## config.mk

```make
export PLATFORM = sky130hd
export DESIGN_NAME = uart_tx_cfg
export DESIGN_NICKNAME = d
export VERILOG_FILES = /design/src/rtl/uart_tx_cfg.sv
export SDC_FILE = /design/constraint.sdc
export NUM_CORES = 1
export LEC_CHECK = 0
export ABC_AREA = 0
export CAP_MARGIN = 30
export CORE_MARGIN = 2
export CORE_UTILIZATION = 39
export CTS_BUF_LIST = sky130_fd_sc_hd__clkbuf_4
export CTS_CLUSTER_DIAMETER = 80
export DETAILED_ROUTE_END_ITERATION = 10
export GPL_TIMING_DRIVEN = 0
export HOLD_SLACK_MARGIN = 0.15
export PLACE_DENSITY = 0.58
export SYNTH_ARGS = -nofsm -noshare
export SYNTH_HDL_FRONTEND = slang
export SYNTH_SLANG_ARGS = --single-unit
```

## constraint.sdc

```tcl
create_clock -name clk -period 6.72 [get_ports clk]
set_input_delay 1.008 -clock clk [delete_from_list [all_inputs] [get_ports clk]]
set_output_delay 1.008 -clock clk [all_outputs]
set_load 0.02 [all_outputs]
```

## src/rtl/uart_tx_cfg.sv

```systemverilog
// Parametrised UART transmitter: DATA_BITS payload, STOP_BITS stop bits, run-time baud divisor.
// Optional parity bit (par_en/par_odd ports) is built in when UART_TX_PARITY_EN is defined.
module uart_tx_cfg #(
    parameter int DATA_BITS = 8,
    parameter int STOP_BITS = 1,
    parameter int DIV_W     = 12
) (
    input  logic                 clk,
    input  logic                 rst_n,
    input  logic                 trmt,
    input  logic [DATA_BITS-1:0] tx_data,
    input  logic [DIV_W-1:0]     baud_div,
`ifdef UART_TX_PARITY_EN
    input  logic                 par_en,
    input  logic                 par_odd,
`endif
    output logic                 TX,
    output logic                 tx_done,
    output logic                 busy
);

    localparam int CNT_W = $clog2(DATA_BITS);

    typedef enum logic [2:0] {
        IDLE,
        START,
        DATA,
`ifdef UART_TX_PARITY_EN
        PARITY,
`endif
        STOP
    } state_t;

    state_t               state_q, state_d;
    logic [DIV_W-1:0]     baud_cnt_q, baud_cnt_d;
    logic [DIV_W-1:0]     div_q, div_d;
    logic [CNT_W-1:0]     bit_cnt_q, bit_cnt_d;
    logic [DATA_BITS-1:0] shift_q, shift_d;
    logic                 tx_q, tx_d;
    logic                 done_q, done_d;
    logic                 busy_q, busy_d;
    logic                 bit_end;
`ifdef UART_TX_PARITY_EN
    logic                 par_en_q, par_en_d;
    logic                 par_bit_q, par_bit_d;
`endif

    // div_q always holds the effective divisor (>= 2), so div_q-1 never underflows.
    assign bit_end = (baud_cnt_q == div_q - DIV_W'(1));

    always_comb begin
        // NOTE: every variable gets its hold value first so no path can infer a latch.
        state_d    = state_q;
        baud_cnt_d = baud_cnt_q;
        div_d      = div_q;
        bit_cnt_d  = bit_cnt_q;
        shift_d    = shift_q;
        tx_d       = tx_q;
        done_d     = done_q;
        busy_d     = busy_q;
`ifdef UART_TX_PARITY_EN
        par_en_d   = par_en_q;
        par_bit_d  = par_bit_q;
`endif
        case (state_q)
            IDLE: begin
                if (trmt) begin
                    state_d    = START;
                    shift_d    = tx_data;
                    div_d      = (baud_div < DIV_W'(3)) ? DIV_W'(2) : baud_div;
                    baud_cnt_d = '0;
                    bit_cnt_d  = '0;
                    tx_d       = 1'b0;
                    done_d     = 1'b0;
                    busy_d     = 1'b1;
`ifdef UART_TX_PARITY_EN
                    par_en_d   = par_en;
                    par_bit_d  = (^tx_data) ^ par_odd;
`endif
                end
            end
            default: begin
                if (!bit_end) begin
                    baud_cnt_d = baud_cnt_q + DIV_W'(1);
                end else begin
                    baud_cnt_d = '0;
                    case (state_q)
                        START: begin
                            state_d   = DATA;
                            tx_d      = shift_q[0];
                            shift_d   = shift_q >> 1;
                            bit_cnt_d = '0;
                        end
                        DATA: begin
                            if (bit_cnt_q == CNT_W'(DATA_BITS - 1)) begin
                                bit_cnt_d = '0;
`ifdef UART_TX_PARITY_EN
                                if (par_en_q) begin
                                    state_d = PARITY;
                                    tx_d    = par_bit_q;
                                end else
`endif
                                begin
                                    state_d = STOP;
                                    tx_d    = 1'b1;
                                end
                            end else begin
                                tx_d      = shift_q[0];
                                shift_d   = shift_q >> 1;
                                bit_cnt_d = bit_cnt_q + CNT_W'(1);
                            end
                        end
`ifdef UART_TX_PARITY_EN
                        PARITY: begin
                            state_d   = STOP;
                            tx_d      = 1'b1;
                            bit_cnt_d = '0;
                        end
`endif
                        STOP: begin
                            if (bit_cnt_q == CNT_W'(STOP_BITS - 1)) begin
                                state_d = IDLE;
                                done_d  = 1'b1;
                                busy_d  = 1'b0;
                                tx_d    = 1'b1;
                            end else begin
                                bit_cnt_d = bit_cnt_q + CNT_W'(1);
                            end
                        end
                        default: ;
                    endcase
                end
            end
        endcase
    end

    // NOTE: the datapath registers reset too, so an aborted frame leaves no stale payload behind.
    always_ff @(posedge clk or negedge rst_n) begin
        if (!rst_n) begin
            state_q    <= IDLE;
            baud_cnt_q <= '0;
            div_q      <= DIV_W'(2);
            bit_cnt_q  <= '0;
            shift_q    <= '0;
            tx_q       <= 1'b1;
            done_q     <= 1'b0;
            busy_q     <= 1'b0;
`ifdef UART_TX_PARITY_EN
            par_en_q   <= 1'b0;
            par_bit_q  <= 1'b0;
`endif
        end else begin
            // NOTE: non-blocking updates keep every register sampling pre-edge values.
            state_q    <= state_d;
            baud_cnt_q <= baud_cnt_d;
            div_q      <= div_d;
            bit_cnt_q  <= bit_cnt_d;
            shift_q    <= shift_d;
            tx_q       <= tx_d;
            done_q     <= done_d;
            busy_q     <= busy_d;
`ifdef UART_TX_PARITY_EN
            par_en_q   <= par_en_d;
            par_bit_q  <= par_bit_d;
`endif
        end
    end

    assign TX      = tx_q;
    assign tx_done = done_q;
    assign busy    = busy_q;

endmodule

```

==> out/results.tsv <==
stage	metric	value	unit
timing	tns	0	ns
clock_network	cts.sinks	40	
placed_design	hpwl	4.269	mm
clock_network	cts_resized	0	
timing	drv_slew	0	
routing	totalWireLength	6.002	mm
layout	diodes	0	
routing	wl_per_cell	16.40	microns
timing	fin_crit_sh	0.4927	
yosys	ys_seq_area_frac	0.3835	
setup_path	reg2reg_to	shift_q[4]	
routing	drt-initial-drc-count	113	
setup_path	critPathRequiredTime	7.00	ns
clock_network	cts_made_buffers	5	
timing	skew	0.01519	ns
yosys	synth-main-ff-cell	dfrtp_1	
grt	grt-ovfl-total	0	
timing	hold_viol	0	
setup_path	endpoint_kind	flop	
routing	drc	0	
worst_hold_path	min_path_type	reg2reg	
layout	final_cell_mix	38 x dfrtp_1, 24 x clkdlybuf4s50_1, 17 x mux2_2	
pwr	power	1.112	mW
die	core.rowCount	29	
grt	antenna_found_initial	0	
timing	relSlewSlack	0.6109	
setup_path	cp-start-kind	flop	
yosys	synth_edf_count	0	
worst_hold_path	worstHoldStart	tx_done	
clock_network	htreeDepth	2	
yosys	post_synth_num_cell_types	56	
yosys	async_flop_share	1.000	
timing	rsz0062_at_grt	false	
yosys	synth_area	2616	sq um
setup_path	crit_type	reg2reg	
layout	final_nets	319	
layout	final_core_util	0.4724	
routing	ant_nets	0	
setup_path	reg2reg_slack	3.41	ns
setup_path	rr_worst_depth	10	
yosys	avgSynthCellArea	10.26	sq um
yosys	synth_seq_cells	40	
placed_design	placed_cells	358	
yosys	ys_warn_count	0	
die	core	6422	sq um
placed_design	placed_area	2978	sq um
clock_network	insertion_delay	0.37	ns
timing	fmax	302.0	MHz
timing	period_minus_slack	3.311	ns
die	boundaryPins	26	
job	maxCapViolCount	0	
die	start_util	0.4074	
clock_network	ctsHoldBuffers	0	
layout	drive_above_1_share	0.1522	
grt	grt_pass1_wl	10.21	mm
clock_network	cts_root_buf	clkbuf_4	
clock_network	tritoncts	yes	
clock_network	clk_path_buf_depth	2	
timing	setup_viol	0	
outcome	outcome	completed	
die	die-area	7380	sq um
yosys	syn_nets	286	
pwr	p_leak	1.276	nW
grt	grt_max_degree	29	
clock_network	cts_setup_buffers	0	
layout	final_area	3034	sq um
placed_design	io_buffers	25	
die	chipHeight	85.91	microns
timing	worstMarginPinSlew	0.5756	ns
routing	vias_per_cell	5.669	
setup_path	reg2reg_from	div_q[0]	
worst_hold_path	hold_end	tx_done	
clock_network	clk_pin_slew	0.14	ns
pwr	ir_drop	131.7	uV
pwr	power_density	366.5	nW/um^2
routing	vias	2075	
layout	synthToLayoutAreaGrowth	15.97	%
grt	grt.total_usage	0.1754	
grt	grt_pass1_vias	2067	
routing	firstDrtPassIters	4	
worst_hold_path	holdPathStages	1	
setup_path	arrival	3.59	ns
setup_path	crit_path_max_fanout	9	
layout	final_common_cell	dfrtp_1	
layout	layout.cells.non_filler	366	
yosys	synth_cells	255	
die	die_width	85.91	microns
placed_design	gp_congestion	0.7890	
[power breakdown]
group	total (mW)	switching, mW	internal, mW
sequential	0.459	0.116	0.343
combinational	0.523	0.255	0.268
clock	0.130	0.0909	0.0395
total	1.11	0.462	0.650
[cell families (layout without fill, tap and decap cells)]
family	after synthesis	after routing	share of synthesized area
AO/OA/AOI/OAI	52	52	0.1578
XOR/XNOR	20	20	0.07221
adder cells (fa/ha/maj)	8	8	0.03826
buffers and inverters	27	61	0.04448
flip-flops	40	40	0.3835
multiplexers	26	26	0.1191
AND/OR/NAND/NOR	82	82	0.1846
[critical path, stage by stage, from the launching register on]
cell       delay, ns
dfrtp_1         0.44
inv_1           0.09
ha_1            0.21
nor4b_1         0.51
nand2_1         0.18
or3b_1          0.38
nand4_1         0.24
o2111ai_4       0.27
a2111o_1        0.46
buf_6           0.15
mux2_4          0.29
[through the flow]
stage / setup slack [ns] / hold slack [ns]
6_report: 3.409 / 0.5071
2_1_floorplan: 3.818 / 0.4762
3_5_place_dp: 3.433 / 0.4867
3_3_place_gp: 3.460 / 0.4796
4_1_cts: 3.395 / 0.5179
5_1_grt: 3.163 / 0.5357
[worst max-delay path by stage]
stage	startpoint	endpoint	slack [ns]	cells past startpoint
4_1_cts	div_q[0]	shift_q[4]	3.40	10
6_report	div_q[0]	shift_q[4]	3.41	10
2_1_floorplan	div_q[0]	shift_q[0]	3.82	8
5_1_grt	div_q[0]	shift_q[4]	3.16	10
3_5_place_dp	trmt	shift_q[1]	3.43	7
3_3_place_gp	div_q[0]	shift_q[4]	3.46	10
[final cells by class]
type | instances | area (sq um)
Clock inverter | 3 | 18.77
Sequential cell | 40 | 1003
Inverter | 13 | 48.80
Timing Repair Buffer | 26 | 265.3
Multi-Input combinational cell | 188 | 1496
Buffer | 14 | 67.56
Tap cell | 77 | 96.34
Fill cell | 620 | 3388
Clock buffer | 5 | 37.54
[layer usage]
layer,global-route usage,part of all wire
met5,0,0
met4,0.05051,0.015
met3,0.02984,0.033
met2,0.2791,0.45
met1,0.2456,0.50
[Yosys cell counts, types with 2 or more instances]
| cell type | count | area (sq um) |
|---|---|---|
| o31ai_1 | 9 | 67.56 |
| inv_1 | 13 | 48.80 |
| nand3b_1 | 4 | 30.03 |
| nand2b_1 | 7 | 43.79 |
| xor2_1 | 8 | 70.07 |
| o31a_1 | 2 | 17.52 |
| nor3_1 | 4 | 20.02 |
| clkbuf_1 | 11 | 41.29 |
| xnor2_1 | 11 | 96.34 |
| a32o_1 | 5 | 50.05 |
| nand4_1 | 3 | 18.77 |
| ha_1 | 8 | 100.1 |
| o2111ai_1 | 4 | 35.03 |
| o21ai_0 | 7 | 35.03 |
| nor3b_1 | 2 | 15.01 |
| nor2_1 | 13 | 48.80 |
| a21oi_1 | 5 | 25.02 |
| a211oi_1 | 2 | 15.01 |
| nor4_1 | 5 | 31.28 |
| and3_1 | 7 | 43.79 |
| nor2b_1 | 2 | 12.51 |
| o211ai_1 | 2 | 15.01 |
| or4_1 | 2 | 15.01 |
| nand3_1 | 9 | 45.04 |
| mux2_2 | 17 | 191.4 |
| mux2i_1 | 3 | 30.03 |
| dfrtp_1 | 38 | 950.9 |
| and2_1 | 2 | 12.51 |
| o22ai_1 | 2 | 12.51 |
| mux2_4 | 6 | 90.09 |
| nand2_1 | 12 | 45.04 |
| o211a_1 | 2 | 20.02 |
| buf_6 | 2 | 22.52 |
| a22oi_1 | 2 | 15.01 |
| dfstp_2 | 2 | 52.55 |
| or4_4 | 2 | 22.52 |
[registers in the layout (all words and copies together) (netlist names)]
signal	count
bit_cnt_q	3
shift_q	8
div_q	12
busy	1
tx_done	1
baud_cnt_q	12
state_q	2
TX	1
No activity file was read; power rests on OpenSTA's default activity.
